<file path="src/rtl/freq_meter.sv">
// Gated-window frequency meter: counts synchronized rising edges of sig_in_i over
// GATE_CYCLES clocks, then latches the count into freq_o and pulses valid_o.
module freq_meter #(
  parameter int GATE_CYCLES = 100_000_000,
  parameter int CNT_W       = 32,
  parameter int SYNC_STAGES = 2
) (
  input  logic             clk_i,
  input  logic             rst_ni,
  input  logic             en_i,
  input  logic             sig_in_i,
  output logic [CNT_W-1:0] freq_o,
  output logic             valid_o,
  output logic             ovf_o,
  output logic             busy_o
);

  localparam int GATE_W = (GATE_CYCLES > 1) ? $clog2(GATE_CYCLES) : 1;
  localparam logic [GATE_W-1:0] GATE_LAST = GATE_W'(GATE_CYCLES - 1);

  typedef enum logic [0:0] {
    IDLE    = 1'b0,
    MEASURE = 1'b1
  } state_t;

  state_t                 state_q;
  logic [SYNC_STAGES-1:0] sync_q;
  logic                   prev_q;
  logic [GATE_W-1:0]      gate_cnt_q;
  logic [CNT_W-1:0]       edge_cnt_q;
  logic                   sat_q;
  logic [CNT_W-1:0]       freq_q;
  logic                   ovf_q;
  logic                   valid_q;

  logic                   sig_s;
  logic                   rise;
  logic                   edge_max;
  logic                   gate_end;
  logic [CNT_W-1:0]       edge_cnt_d;
  logic                   sat_d;

  // Synchronizer chain: stage 0 takes the raw pin, last stage feeds edge detect.
  genvar gi;
  generate
    for (gi = 0; gi < SYNC_STAGES; gi++) begin : g_sync
      if (gi == 0) begin : g_first
        always_ff @(posedge clk_i or negedge rst_ni) begin
          if (!rst_ni) sync_q[0] <= 1'b0;
          else         sync_q[0] <= sig_in_i;
        end
      end else begin : g_rest
        always_ff @(posedge clk_i or negedge rst_ni) begin
          if (!rst_ni) sync_q[gi] <= 1'b0;
          else         sync_q[gi] <= sync_q[gi-1];
        end
      end
    end
  endgenerate

  // prev_q follows the synced signal in every state, so raising en_i with the
  // input already high does not produce a phantom edge.
  always_ff @(posedge clk_i or negedge rst_ni) begin
    if (!rst_ni) prev_q <= 1'b0;
    else         prev_q <= sig_s;
  end

  assign sig_s    = sync_q[SYNC_STAGES-1];
  assign rise     = sig_s & ~prev_q;
  assign edge_max = &edge_cnt_q;
  assign gate_end = (gate_cnt_q == GATE_LAST);

  always_comb begin
    edge_cnt_d = edge_cnt_q;
    sat_d      = sat_q;
    if (rise) begin
      if (edge_max) sat_d      = 1'b1;
      else          edge_cnt_d = edge_cnt_q + CNT_W'(1);
    end
  end

  always_ff @(posedge clk_i or negedge rst_ni) begin
    if (!rst_ni) begin
      state_q    <= IDLE;
      gate_cnt_q <= '0;
      edge_cnt_q <= '0;
      sat_q      <= 1'b0;
      freq_q     <= '0;
      ovf_q      <= 1'b0;
      valid_q    <= 1'b0;
    end else begin
      valid_q <= 1'b0;
      case (state_q)
        IDLE: begin
          gate_cnt_q <= '0;
          edge_cnt_q <= '0;
          sat_q      <= 1'b0;
          if (en_i) state_q <= MEASURE;
        end
        MEASURE: begin
          if (gate_end) begin
            // The end cycle's own edge still belongs to the closing window.
            freq_q     <= edge_cnt_d;
            ovf_q      <= sat_d;
            valid_q    <= 1'b1;
            gate_cnt_q <= '0;
            edge_cnt_q <= '0;
            sat_q      <= 1'b0;
            state_q    <= en_i ? MEASURE : IDLE;
          end else if (!en_i) begin
            gate_cnt_q <= '0;
            edge_cnt_q <= '0;
            sat_q      <= 1'b0;
            state_q    <= IDLE;
          end else begin
            gate_cnt_q <= gate_cnt_q + GATE_W'(1);
            edge_cnt_q <= edge_cnt_d;
            sat_q      <= sat_d;
          end
        end
        default: state_q <= IDLE;
      endcase
    end
  end

  assign freq_o  = freq_q;
  assign ovf_o   = ovf_q;
  assign valid_o = valid_q;
  assign busy_o  = (state_q == MEASURE);

endmodule

</file>
<file path="config.mk">
export PLATFORM = sky130hd
export DESIGN_NAME = freq_meter
export DESIGN_NICKNAME = d
export VERILOG_FILES = /design/src/rtl/freq_meter.sv
export SDC_FILE = /design/constraint.sdc
export NUM_CORES = 1
export LEC_CHECK = 0
export BUFFER_PORTS_ARGS = -buffer_cell sky130_fd_sc_hd__buf_2
export CAP_MARGIN = 40
export CORE_ASPECT_RATIO = 0.9
export CORE_MARGIN = 8
export CORE_UTILIZATION = 55
export DETAILED_ROUTE_END_ITERATION = 12
export PLACE_DENSITY = 0.76
export SLEW_MARGIN = 25
export SYNTH_ARGS = -nofsm -noshare
export SYNTH_HDL_FRONTEND = slang
export SYNTH_SLANG_ARGS = --single-unit
</file>
<file path="constraint.sdc">
create_clock -name clk_i -period 2.5 [get_ports clk_i]
set_clock_uncertainty 0.05 [all_clocks]
set_input_delay 0 -clock clk_i [delete_from_list [all_inputs] [get_ports clk_i]]
set_output_delay 0 -clock clk_i [all_outputs]
set_load 0.01 [all_outputs]
</file>
-- Yosys cells after proc, flatten, opt, wreduce, memory -nomap -nowiden
Cells that the tools add are included.
- flip-flop bits (word level): 98
- bits of input ports: 4
- logic and storage cells: 34
- add/subtract/negate cells: 2
- equal/unequal tests: 1
- multiplexer cells: 16
- bitwise operators: 3
- reductions and logical operators: 2
- operators with widths (operator ; number):
    two-way mux 32 bit ; 4
    case mux 32 bit (2 select lines) ; 1
    two-way mux 27 bit ; 2
    case mux 27 bit (2 select lines) ; 1
    adder 32 x 1 -> 32 bit (second input constant) ; 1
    AND reduction 32 bit ; 1
    adder 27 x 1 -> 27 bit (second input constant) ; 1
    equality test 27 bit (second input constant) ; 1
    two-way mux 1 bit ; 7
    NOT 1 bit ; 2
    case mux 1 bit (2 select lines) ; 1
    AND reduction 2 bit ; 1
    bitwise AND 1 bit ; 1

-- Depth between registers and ports, before layout
Gate-level depths: netlist of the first run.
- depth after elaboration: 6
- gate-level depth with buffers: 8
- depth with buffers taken out: 7

-- Worst setup path after synthesis of the first run
OpenSTA, ideal clock, no wires.
- path type: register -> register
- from: reg gate_cnt_q[11]
- to: reg edge_cnt_q[23]
- arrival: 1783 ps
- data required time: 2328 ps
- setup slack: 545 ps
- cell stages (with the launch flop): 8
- path buffers: 2
- period minus slack after synthesis: 1955 ps
- path through: dfrtp_1 -> or4_4 -> nor4_4 -> nand2_1 -> nand3_2 -> buf_4 -> buf_6 -> nor2_1
- cells in the longest elaborated chain, start to end: 3
- ends and longest elaborated chain (element ; RTL line ; text):
    from (decl) ; 29 ; logic [GATE_W-1:0] gate_cnt_q;
    from (signal assigned) ; 116 ; gate_cnt_q <= gate_cnt_q + GATE_W'(1);
    equality test 27 bit ; 71 ; assign gate_end = (gate_cnt_q == GATE_LAST);
    two-way mux 32 bit ; 101 ; if (gate_end) begin
    case mux 32 bit (2 select lines) ; 93 ; case (state_q)
    to (signal assigned) ; 117 ; edge_cnt_q <= edge_cnt_d;
    to (decl) ; 30 ; logic [CNT_W-1:0] edge_cnt_q;
No other way between the ends.
A chain may end at the register's enable or synchronous reset.

-- Final worst setup path of the first run
- from: reg edge_cnt_q[0]
- to: reg freq_q[22] (netlist: freq_o[22])
- cells in the longest elaborated chain, start to end: 3
- elaborated cells between the ends (all ways): 4
- those cells by class: 1 x add/sub; 2 x mux; 1 x reduce/logical
- ends and longest elaborated chain (element ; RTL line ; text):
    adder 32 x 1 -> 32 bit / AND reduction 32 bit (equally long branches) ; 78, 70 ;
    two-way mux 32 bit (*) ; 77 ; if (edge_max) sat_d = 1'b1;
    two-way mux 32 bit (*) ; 76 ; if (rise) begin
    to (signal assigned) ; 103 ; freq_q <= edge_cnt_d;
    to (decl) ; 32 ; logic [CNT_W-1:0] freq_q;
Mark *: on every way between the ends. The rest lies on a longest branch, timed or not.

==> key figures, run 1 <==
Detailed routing
  • Routed len/inst: 15.2 microns
  • Post-DRT Antenna Nets: 0
  • Drt pass-1 iters: 4
  • Drc violations: 0
  • Final WL: 8.68 mm
  • Vias/cell: 5.42
  • Vias: 3107
  • Initial DRC count: 141

Finish
  • Fin util: 0.628
  • P&R area growth vs syn: 13.3%
  • Most frequent cells in the layout: 98 x dfrtp_1, 69 x nor2_1, 48 x nand2_1
  • N_diodes: 0
  • Commonest non-fill, non-tap cell in the layout: dfrtp_1
  • Fill cells: 653
  • Nets: 475
  • Layout cell share with drive strength beyond 1: 0.154
  • Post-Layout Cell Count: 573

Power
  • Final Power: 2910 uW
  • Seq pwr share: 0.549
  • Clock power share: 0.427
  • Pleak: 0.00227 uW
  • Pwr/cell area: 588 nW/um^2
  • Combinational power share: 0.024
  • Int Pwr: 2280 uW
  • NetSw: 628 uW
  • Switch share: 0.216
  • Peak VDD IR: 0.381 mV

Worst setup path
  • Setup crit start kind: flip-flop
  • Largest stage delay, worst path: 0.47 ns
  • Critical Path RT: 2.69 ns
  • RR Startpoint: edge_cnt_q[0]
  • Worst-path maximum fanout: 8
  • Worst-path cell chain: ha_1 -> and3_1 -> nand4_1 -> nor4_4 -> nand4bb_1 -> xor2_1 -> o21ai_1
  • Crit. End Element: flip-flop
  • Critical path class: reg -> reg
  • CP max stage cell: nor4_4
  • Register-to-Register Path Depth: 7
  • Reg2reg end: freq_o[22]
  • Worst Path Arrival: 2.41 ns
  • Crit path buf inv count: 0
  • Top delay family on crit path: simple AND/OR/NAND/NOR gates
  • Reg-to-reg slack, setup: 0.28 ns

Global route
  • Largest net degree at the start of global routing: 73
  • Grt ovf: 0
  • Initial antenna violation count: 0
  • Number of global-route vias before repair: 3097
  • GRT Util Overall: 0.172
  • First-pass GRT wire length: 15.0 mm

Synthesis
  • Seq cells post-synth: 98
  • Prevailing post-synth register cell: dfrtp_1
  • Register area share after synthesis: 0.562
  • Ys async rst share: 1.00
  • Netlist cell types: 40
  • Ys Warns: 0
  • Average instance area after synthesis: 10.3 sq um
  • Mapped Area: 4370 sq um
  • Synth Instances: 424
  • Syn_nets: 430
  • EDFF count, synth: 0

Timing
  • Slew Limit Fails: 0
  • Period utilization: 0.888
  • Fin. Hold Viols: 0
  • Setup Viol. Count Final: 0
  • Setup ws final: 0.279 ns
  • Period minus WS final: 2.22 ns
  • Slew @ Worst Pin: 0.618 ns
  • F_max: 450 MHz
  • Setup tns final: 0 ns
  • Unrepaired setup endpoints after global routing: no
  • Slew HR: 0.588

Clock network
  • Worst skew pair latency: 0.37 ns
  • Clock transition at path regs: 0.09 ns
  • Htree depth: 3
  • Clock Root Buffer: clkbuf_8
  • CTS resizes: 0
  • Post-CTS setup buffer count: 0
  • Sink Count: 98
  • Clk buf depth: 2
  • CTS tree: yes
  • CTS Buf Count: 9

Placed design
  • Port buffer count: 38
  • Placer Congestion: 0.849
  • Final HPWL DP: 5.92 mm
  • Post-placement cell count: 554
  • Pre-CTS setup slack: 0.267 ns

Floorplan
  • Chip Height: 101 microns
  • # IOs: 39
  • Core Rows: 31
  • Initial Utilization: 0.554
  • Core footprint: 7870 sq um
  • DIE AREA: 11000 sq um
  • Die W: 110 microns

Min path
  • Worst hold path class: in -> async

Run status
  • Status: completed

Flow run
  • MaxCap Viol Count: 0
worst max path at each step:
stage | startpoint | endpoint | slack (ns) | cells after the start
floorplan | gate_cnt_q[11] | edge_cnt_q[23] | 0.54 | 7
global placement | edge_cnt_q[0] | freq_o[22] | 0.31 | 7
detailed placement | edge_cnt_q[0] | freq_o[22] | 0.27 | 7
CTS | edge_cnt_q[0] | freq_o[22] | 0.22 | 7
global route | edge_cnt_q[1] | freq_o[22] | 0.04 | 7
finish | edge_cnt_q[0] | freq_o[22] | 0.28 | 7
sequential cells by signal (all words and copies together), names as in the netlist:
register / count
busy_o: 1
edge_cnt_q: 32
freq_o: 32
gate_cnt_q: 27
ovf_o: 1
prev_q: 1
sat_q: 1
sig_s: 1
sync_q: 1
valid_o: 1
logic make-up (layout without fill, tap and decap cells):
logic type	Yosys count	count (layout)	share of synthesized area
xor gates and xnor gates	53	53	0.106
adders and majority gates	2	2	0.00573
DFF	98	98	0.562
buffers and inverters	18	68	0.0215
AOI/OAI and AO/OA	39	39	0.0476
muxes	2	2	0.00459
and+or+nand+nor	212	212	0.253
routing by layer:
layer,GRT usage,vias up,share of wire
met2,0.275,53,0.47
met5,0,-,0
li1,-,1547,-
met3,0.0518,10,0.051
met4,0.0488,0,0.013
met1,0.219,1497,0.46
through the flow:
stage | hold slack (ns) | cell area (sq um)
2_1_floorplan | -0.346 | 4370
4_1_cts | 0.0296 | 4950
6_report | 0.0281 | 4950
3_5_place_dp | -0.107 | 4670
3_3_place_gp | -0.107 | 4670
5_1_grt | 0.0413 | 4950
worst register-to-register path, cell delays in order, from the launching register on:
cell       delay [ns]
dfrtp_1          0.38
ha_1             0.19
and3_1           0.18
nand4_1          0.28
nor4_4           0.47
nand4bb_1        0.21
xor2_1           0.24
o21ai_1          0.10
power groups by stage:
stage          combinational, uW  clock (uW)  sequential (uW)
3_3_place_gp                66.9           0             1630
4_1_cts                     72.3        1270             1590
5_1_grt                     80.4        1340             1600
2_1_floorplan               22.7           0             1630
3_5_place_dp                68.4           0             1630
6_report                    69.5        1240             1590
cell type report:
class | count | area, sq um | share of cell area
repair buffers | 48 | 288 | 0.0582
clock inverters | 7 | 124 | 0.0250
well taps | 99 | 124 | 0.0250
flip-flops and latches | 98 | 2450 | 0.496
multi-input cells | 308 | 1820 | 0.368
clock buffers | 9 | 124 | 0.0250
inverters | 4 | 15.0 | 0.00304
repair_timing:
| item | 4_1_cts | 5_1_grt |
|---|---|---|
| endpoints found under the setup margin | 0 | 1 |
| hold buffers | 3 | 0 |
| endpoints found under the hold margin | 101 | 0 |
synthesized netlist by cell type, drive strengths merged (2+ instances only):
cell type	instances	area share
xor2	37	0.074
nand4	17	0.026
and3	15	0.021
nand3	31	0.039
inv	4	0.0034
nand4b	2	0.0040
a31oi	3	0.0043
o21ai	31	0.036
and2	3	0.0043
and4	6	0.012
ha	2	0.0057
mux2i	2	0.0046
nor2	69	0.059
buf	13	0.017
nor4	5	0.019
nand2	49	0.043
a21oi	3	0.0034
dfrtp	98	0.56
or4	2	0.0043
nor3	6	0.0069
xnor2	16	0.032
Note: power is estimated with default switching activity, not from simulation.
==> inputs of run 2 (changes only) <==
--- a/config.mk
+++ b/config.mk
@@ -5,13 +5,14 @@
 export SDC_FILE = /design/constraint.sdc
 export NUM_CORES = 1
 export LEC_CHECK = 0
+export ABC_AREA = 1
 export BUFFER_PORTS_ARGS = -buffer_cell sky130_fd_sc_hd__buf_2
 export CAP_MARGIN = 40
 export CORE_ASPECT_RATIO = 0.9
 export CORE_MARGIN = 8
-export CORE_UTILIZATION = 55
+export CORE_UTILIZATION = 45
 export DETAILED_ROUTE_END_ITERATION = 12
-export PLACE_DENSITY = 0.76
+export PLACE_DENSITY = 0.63
 export SLEW_MARGIN = 25
 export SYNTH_ARGS = -nofsm -noshare
 export SYNTH_HDL_FRONTEND = slang
==> key figures, run 2 <==
Run status
  • Status: completed

Clock network
  • Cts hold-fix bufs: 3 (unchanged)
  • Post-CTS setup buffer count: 0 (unchanged)
  • Clock Root Buffer: clkbuf_16
  • CTS tree: yes
  • Clock transition at path regs: 0.07 ns (-0.02 ns)
  • Clk buf depth: 2 (unchanged)
  • CTS resizes: 0 (unchanged)
  • Worst skew pair latency: 0.35 ns (-0.02 ns)
  • Htree depth: 3 (unchanged)
  • CTS Buf Count: 9 (unchanged)
  • Sink Count: 98 (unchanged)

Detailed routing
  • Routed len/inst: 13.4 microns (-11%)
  • Post-DRT Antenna Nets: 0 (unchanged)
  • Drc violations: 0 (unchanged)
  • Drt pass-1 iters: 4 (unchanged)
  • Initial DRC count: 278 (+97%)
  • Vias: 4718 (+52%)
  • Vias/cell: 4.94 (-8.9%)
  • Final WL: 12.8 mm (+48%)

Timing
  • Setup tns final: 0 ns (unchanged)
  • Slew @ Worst Pin: 0.677 ns (+0.0591 ns)
  • Fin. Hold Viols: 0 (unchanged)
  • Period minus WS final: 2.13 ns (-0.0906 ns)
  • Hold slack final: 0.192 ns (+0.164 ns)
  • Slew HR: 0.549 (-0.0394)
  • Slew Limit Fails: 0 (unchanged)
  • F_max: 469 MHz (+4.3%)
  • Setup ws final: 0.370 ns (+0.0906 ns)
  • Setup Viol. Count Final: 0 (unchanged)
  • Unrepaired setup endpoints after global routing: no
  • Period utilization: 0.852 (-0.0362)

Synthesis
  • Syn_nets: 752 (+75%)
  • Prevailing post-synth register cell: dfrtp_1
  • Synth Instances: 746 (+76%)
  • Top-area cell type share of the netlist area: 0.451 (-0.111)
  • Area contributors post-synth: dfrtp_1 45%, nand2_1 18%, nor2_1 8.1%
  • Register area share after synthesis: 0.451 (-0.111)
  • Ys Warns: 0 (unchanged)
  • EDFF count, synth: 0 (unchanged)
  • Netlist cell types: 27 (-33%)
  • Seq cells post-synth: 98 (unchanged)
  • Ys async rst share: 1.00 (unchanged)
  • Mapped Area: 5440 sq um (+25%)
  • Cell with the most instances after synthesis: nand2_1
  • Average instance area after synthesis: 7.29 sq um (-29%)
  • Most frequent cells after synthesis: 266 x nand2_1, 117 x nor2_1, 98 x dfrtp_1, 83 x inv_1, 50 x nand3_1
  • Dominant cell type by area after synthesis: dfrtp_1

Placed design
  • Port buffer count: 38 (unchanged)
  • Pre-CTS setup slack: 0.379 ns (+0.111 ns)
  • Placer Congestion: 0.902 (+6.2%)
  • Dpl cell area: 5800 sq um (+24%)
  • Final HPWL DP: 9.25 mm (+56%)

Worst setup path
  • Setup crit start kind: flip-flop
  • Worst-path maximum fanout: 21 (+13)
  • CP dominant cell by count: nand2_1
  • Crit path buf inv count: 2 (+2)
  • Worst Path Arrival: 2.32 ns (-0.09 ns)
  • CP max stage cell: dfrtp_1
  • Top delay family on crit path: simple AND/OR/NAND/NOR gates
  • Critical path class: reg -> reg
  • Largest stage delay, worst path: 0.39 ns (-0.08 ns)
  • Worst-path cell chain: ha_1 -> inv_1 -> nor2_1 -> nand2_4 -> nor2_8 -> nand3_4 -> buf_4 -> nand2_1 -> nand2_1 -> nand3_1 -> nand2_1
  • Critical Path RT: 2.69 ns (about the same)
  • Crit. End Element: flip-flop

Global route
  • Initial antenna violation count: 0 (unchanged)
  • Number of global-route vias before repair: 4660 (+50%)
  • First-pass GRT wire length: 22.5 mm (+51%)
  • GRT Util Overall: 0.171 (-0.000695)
  • Largest net degree at the start of global routing: 53 (-27%)
  • Grt ovf: 0 (unchanged)

Power
  • Peak VDD IR: 0.428 mV (+12%)
  • Final Power: 3230 uW (+11%)
  • Pleak: 0.00303 uW (+33%)
  • Pwr/cell area: 524 nW/um^2 (-11%)

Floorplan
  • Core footprint: 11900 sq um (+52%)
  • Core Rows: 38 (+23%)
  • Chip Height: 120 microns (+20%)
  • DIE AREA: 15900 sq um (+44%)
  • # IOs: 39 (unchanged)
  • Initial Utilization: 0.456 (-0.0986)
  • Die W: 132 microns (+20%)

Finish
  • P&R area growth vs syn: 13.3% (about the same)
  • N_diodes: 0 (unchanged)
  • Layout cell share with drive strength beyond 1: 0.128 (-0.0257)
  • Most frequent cells in the layout: 266 x nand2_1, 117 x nor2_1, 98 x dfrtp_1
  • Fill cells: 1144 (+75%)
  • Nets: 796 (+68%)
  • Commonest non-fill, non-tap cell in the layout: nand2_1
  • Finished Cell Area: 6160 sq um (+25%)

Flow run
  • MaxCap Viol Count: 0 (unchanged)

Min path
  • Worst hold path class: in -> async
[run 2: worst paths after layout]
kind	from	endpoint	slack, ns	depth (start not counted)
setup / recovery	edge_cnt_q[0]	freq_o[14]	0.37	11
hold / removal	rst_ni	freq_o[3]	0.19	2
setup reg to reg	edge_cnt_q[0]	freq_o[14]	0.37	11
hold reg to reg	sync_q[0]	sig_s	0.32	0
max in group asynchronous	rst_ni	freq_o[29]	1.55	3
min in group clk_i	sig_in_i	sync_q[0]	0.24	2
[run 2: logic make-up (layout without fill, tap and decap cells)]
group,count (synthesis),in the layout,share of synthesized area
and+or+nand+nor,516,516,0.428
buffers and inverters,102,151,0.0819
DFF,98,98,0.451
AOI/OAI and AO/OA,15,15,0.0138
xor gates and xnor gates,13,13,0.0209
adders and majority gates,2,2,0.00460
[run 2: through the flow]
| stage | utilization | std cells |
|---|---|---|
| finish | 0.517 | 955 |
| global route | 0.517 | 955 |
| CTS | 0.517 | 955 |
| detailed placement | 0.486 | 936 |
| global placement | 0.486 | 936 |
| floorplan | - | 746 |
[run 2: power breakdown]
group,internal (uW),total [uW],switching [uW]
combinational,22.4,87.9,65.5
sequential,1590,1590,3.84
clock,915,1550,636
total,2530,3230,705
[run 2: final cells by class]
class	count	area (sq um)	area share
multi-input cells	546	2540	0.412
flip-flops and latches	98	2450	0.398
inverters	85	320	0.0520
repair buffers	50	315	0.0511
clock buffers	10	239	0.0388
well taps	160	200	0.0325
clock inverters	6	95.1	0.0154
[run 2: worst register-to-register path, delay by kind of cell (launching register included)]
kind | cells | cell delay (ns)
buffers and inverters | 2 | 0.35
and+or+nand+nor | 8 | 1.01
adders and majority gates | 1 | 0.21
DFF | 1 | 0.39
[run 2: layer usage]
metal | vias to the layer above | wire length [microns] | share of wire | track usage
met5 | - | 0 | 0 | 0
met2 | 86 | 6110 | 0.48 | 0.282
met1 | 2212 | 5930 | 0.46 | 0.217
met3 | 11 | 677 | 0.053 | 0.0493
met4 | 0 | 123 | 0.0096 | 0.0437
li1 | 2409 | - | - | -
==> inputs of run 3 (changes only) <==
--- a/config.mk
+++ b/config.mk
@@ -8,11 +8,13 @@
 export ABC_AREA = 1
 export BUFFER_PORTS_ARGS = -buffer_cell sky130_fd_sc_hd__buf_2
 export CAP_MARGIN = 40
+export CELL_PAD_IN_SITES_DETAIL_PLACEMENT = 1
+export CELL_PAD_IN_SITES_GLOBAL_PLACEMENT = 1
 export CORE_ASPECT_RATIO = 0.9
 export CORE_MARGIN = 8
-export CORE_UTILIZATION = 45
+export CORE_UTILIZATION = 44
 export DETAILED_ROUTE_END_ITERATION = 12
-export PLACE_DENSITY = 0.63
+export PLACE_DENSITY = 0.8
 export SLEW_MARGIN = 25
 export SYNTH_ARGS = -nofsm -noshare
 export SYNTH_HDL_FRONTEND = slang
==> key figures, run 3 (same netlist as run 2, synthesis figures left out) <==
Floorplan
  • DIE AREA: 16200 sq um (+2.0%)
  • Core footprint: 12100 sq um (+1.2%)
  • # IOs: 39 (unchanged)
  • Core Rows: 38 (unchanged)
  • Chip Height: 121 microns (+0.98%)
  • Die W: 133 microns (+0.99%)
  • Initial Utilization: 0.450 (-0.00538)

Clock network
  • CTS Buf Count: 9 (unchanged)
  • Htree depth: 3 (unchanged)
  • CTS tree: yes
  • Post-CTS setup buffer count: 0 (unchanged)
  • Clock transition at path regs: 0.07 ns (about the same)
  • Sink Count: 98 (unchanged)
  • Clock Root Buffer: clkbuf_16
  • Worst skew pair latency: 0.36 ns (about the same)
  • Clk buf depth: 2 (unchanged)

Worst setup path
  • Setup crit start kind: flip-flop
  • Critical path class: reg -> reg
  • Reg2reg end: freq_o[1]
  • RR Startpoint: edge_cnt_q[0]
  • Reg-to-reg slack, setup: 0.30 ns (-0.07 ns)
  • Worst Setup SP: edge_cnt_q[0]
  • Critical Path RT: 2.70 ns (about the same)
  • Register-to-Register Path Depth: 10 (-1)
  • Worst-path maximum fanout: 32 (+52%)
  • Crit. End Element: flip-flop
  • Worst Path Arrival: 2.40 ns (+0.08 ns)
  • Worst Setup EP: freq_o[1]

Global route
  • Number of global-route vias before repair: 5359 (+15%)
  • Largest net degree at the start of global routing: 53 (unchanged)
  • GRT Util Overall: 0.202 (+0.0306)
  • Initial antenna violation count: 0 (unchanged)
  • Grt ovf: 0 (unchanged)
  • First-pass GRT wire length: 26.5 mm (+17%)

Timing
  • Unrepaired setup endpoints after global routing: no
  • F_max: 455 MHz (-3.1%)
  • Slew HR: 0.523 (-0.0262)
  • Slew @ Worst Pin: 0.716 ns (+0.0394 ns)
  • Setup tns final: 0 ns (unchanged)
  • Setup ws final: 0.302 ns (-0.0676 ns)
  • Period utilization: 0.879 (+0.0270)
  • Period minus WS final: 2.20 ns (+0.0676 ns)
  • Slew Limit Fails: 0 (unchanged)
  • Setup Viol. Count Final: 0 (unchanged)
  • Fin. Hold Viols: 0 (unchanged)

Detailed routing
  • Drc violations: 0 (unchanged)
  • Vias/cell: 5.10 (+3.3%)
  • Vias: 4862 (+3.1%)
  • Routed len/inst: 16.1 microns (+19%)
  • Final WL: 15.3 mm (+19%)
  • Initial DRC count: 219 (-21%)
  • Drt pass-1 iters: 4 (unchanged)
  • Post-DRT Antenna Nets: 0 (unchanged)

Power
  • Peak VDD IR: 0.447 mV (+4.3%)
  • Final Power: 3130 uW (-3.1%)
  • Pleak: 0.00300 uW (-0.84%)
  • Pwr/cell area: 512 nW/um^2 (-2.4%)

Finish
  • Storage cell area: 2450 sq um (unchanged)
  • Area of the multi-input gates: 2540 sq um (unchanged)
  • N_diodes: 0 (unchanged)
  • Layout cell share with drive strength beyond 1: 0.126 (-0.00220)
  • P&R area growth vs syn: 12.5%
  • Fill cells: 1597 (+40%)
  • Commonest non-fill, non-tap cell in the layout: nand2_1
  • Nets: 794 (-0.25%)
  • Most frequent cells in the layout: 266 x nand2_1, 117 x nor2_1, 98 x dfrtp_1

Flow run
  • MaxCap Viol Count: 0 (unchanged)

Placed design
  • Port buffer count: 38 (unchanged)
  • Placer Congestion: 0.866 (-4.0%)
  • Final HPWL DP: 11.0 mm (+19%)
  • Pre-CTS setup slack: 0.278 ns (-0.101 ns)

Min path
  • Worst hold path class: in -> async

Run status
  • Status: completed
run 3: cell count changes in the layout (fill, tap and decap cells not counted), sizes merged:
cell	before	now
buf	47	45
bufinv	2	1
clkinvlp	0	1
clkbuf	10	9
clkinv	3	4
run 3: what timing repair did:
action                     CTS  global route
hold endpoints to repair    54             0
hold buffers                 3             0
resized for setup            0             0
setup endpoints to repair    0             0
run 3: metal layers:
metal | vias to the layer above | wire length (microns) | GRT usage
met5 | - | 0 | 0
met4 | 0 | 170 | 0.0448
met3 | 18 | 551 | 0.0493
met2 | 55 | 7440 | 0.347
met1 | 2392 | 7150 | 0.252
li1 | 2397 | - | -
run 3: cell type report:
| class | count | area share |
|---|---|---|
| well taps | 160 | 0.0327 |
| clock buffers | 9 | 0.0368 |
| multi-input cells | 546 | 0.416 |
| flip-flops and latches | 98 | 0.401 |
| repair buffers | 48 | 0.0491 |
| clock inverters | 7 | 0.0127 |
| inverters | 85 | 0.0524 |
run 3: how the worst min path moves through the flow:
stage	from	endpoint	slack [ns]	cells past startpoint
finish	rst_ni	sig_s	0.19	2
global route	sig_in_i	sync_q[0]	0.24	2
CTS	rst_ni	freq_o[1]	0.21	2
detailed placement	rst_ni	edge_cnt_q[4]	0.05	1
global placement	rst_ni	edge_cnt_q[3]	0.05	1
floorplan	rst_ni	busy_o	-0.35	0
run 3: power breakdown:
group	total, uW	internal, uW	leakage (uW)	switching (uW)
sequential	1590	1590	0.00136	4.18
clock	1450	785	0.000146	662
combinational	91.7	22.4	0.00150	69.2
run 3: critical path, cell delays in order (launching register included):
cell	delay, ns
dfrtp_1	0.39
ha_1	0.22
inv_1	0.05
nor2_1	0.20
nand2_4	0.10
nor2_8	0.16
nand3_4	0.39
nand2_1	0.23
nand2_1	0.11
nand3_1	0.10
nand2_1	0.07
run 3: metrics by stage:
step / std cells / hold WS (ns) / utilization / cell area, sq um
4_1_cts: 953 / 0.211 / 0.507 / 6120
3_3_place_gp: 934 / 0.0497 / 0.479 / 5790
6_report: 953 / 0.192 / 0.507 / 6120
3_5_place_dp: 934 / 0.0471 / 0.479 / 5790
2_1_floorplan: 746 / -0.346 / - / 5440
5_1_grt: 953 / 0.238 / 0.507 / 6120
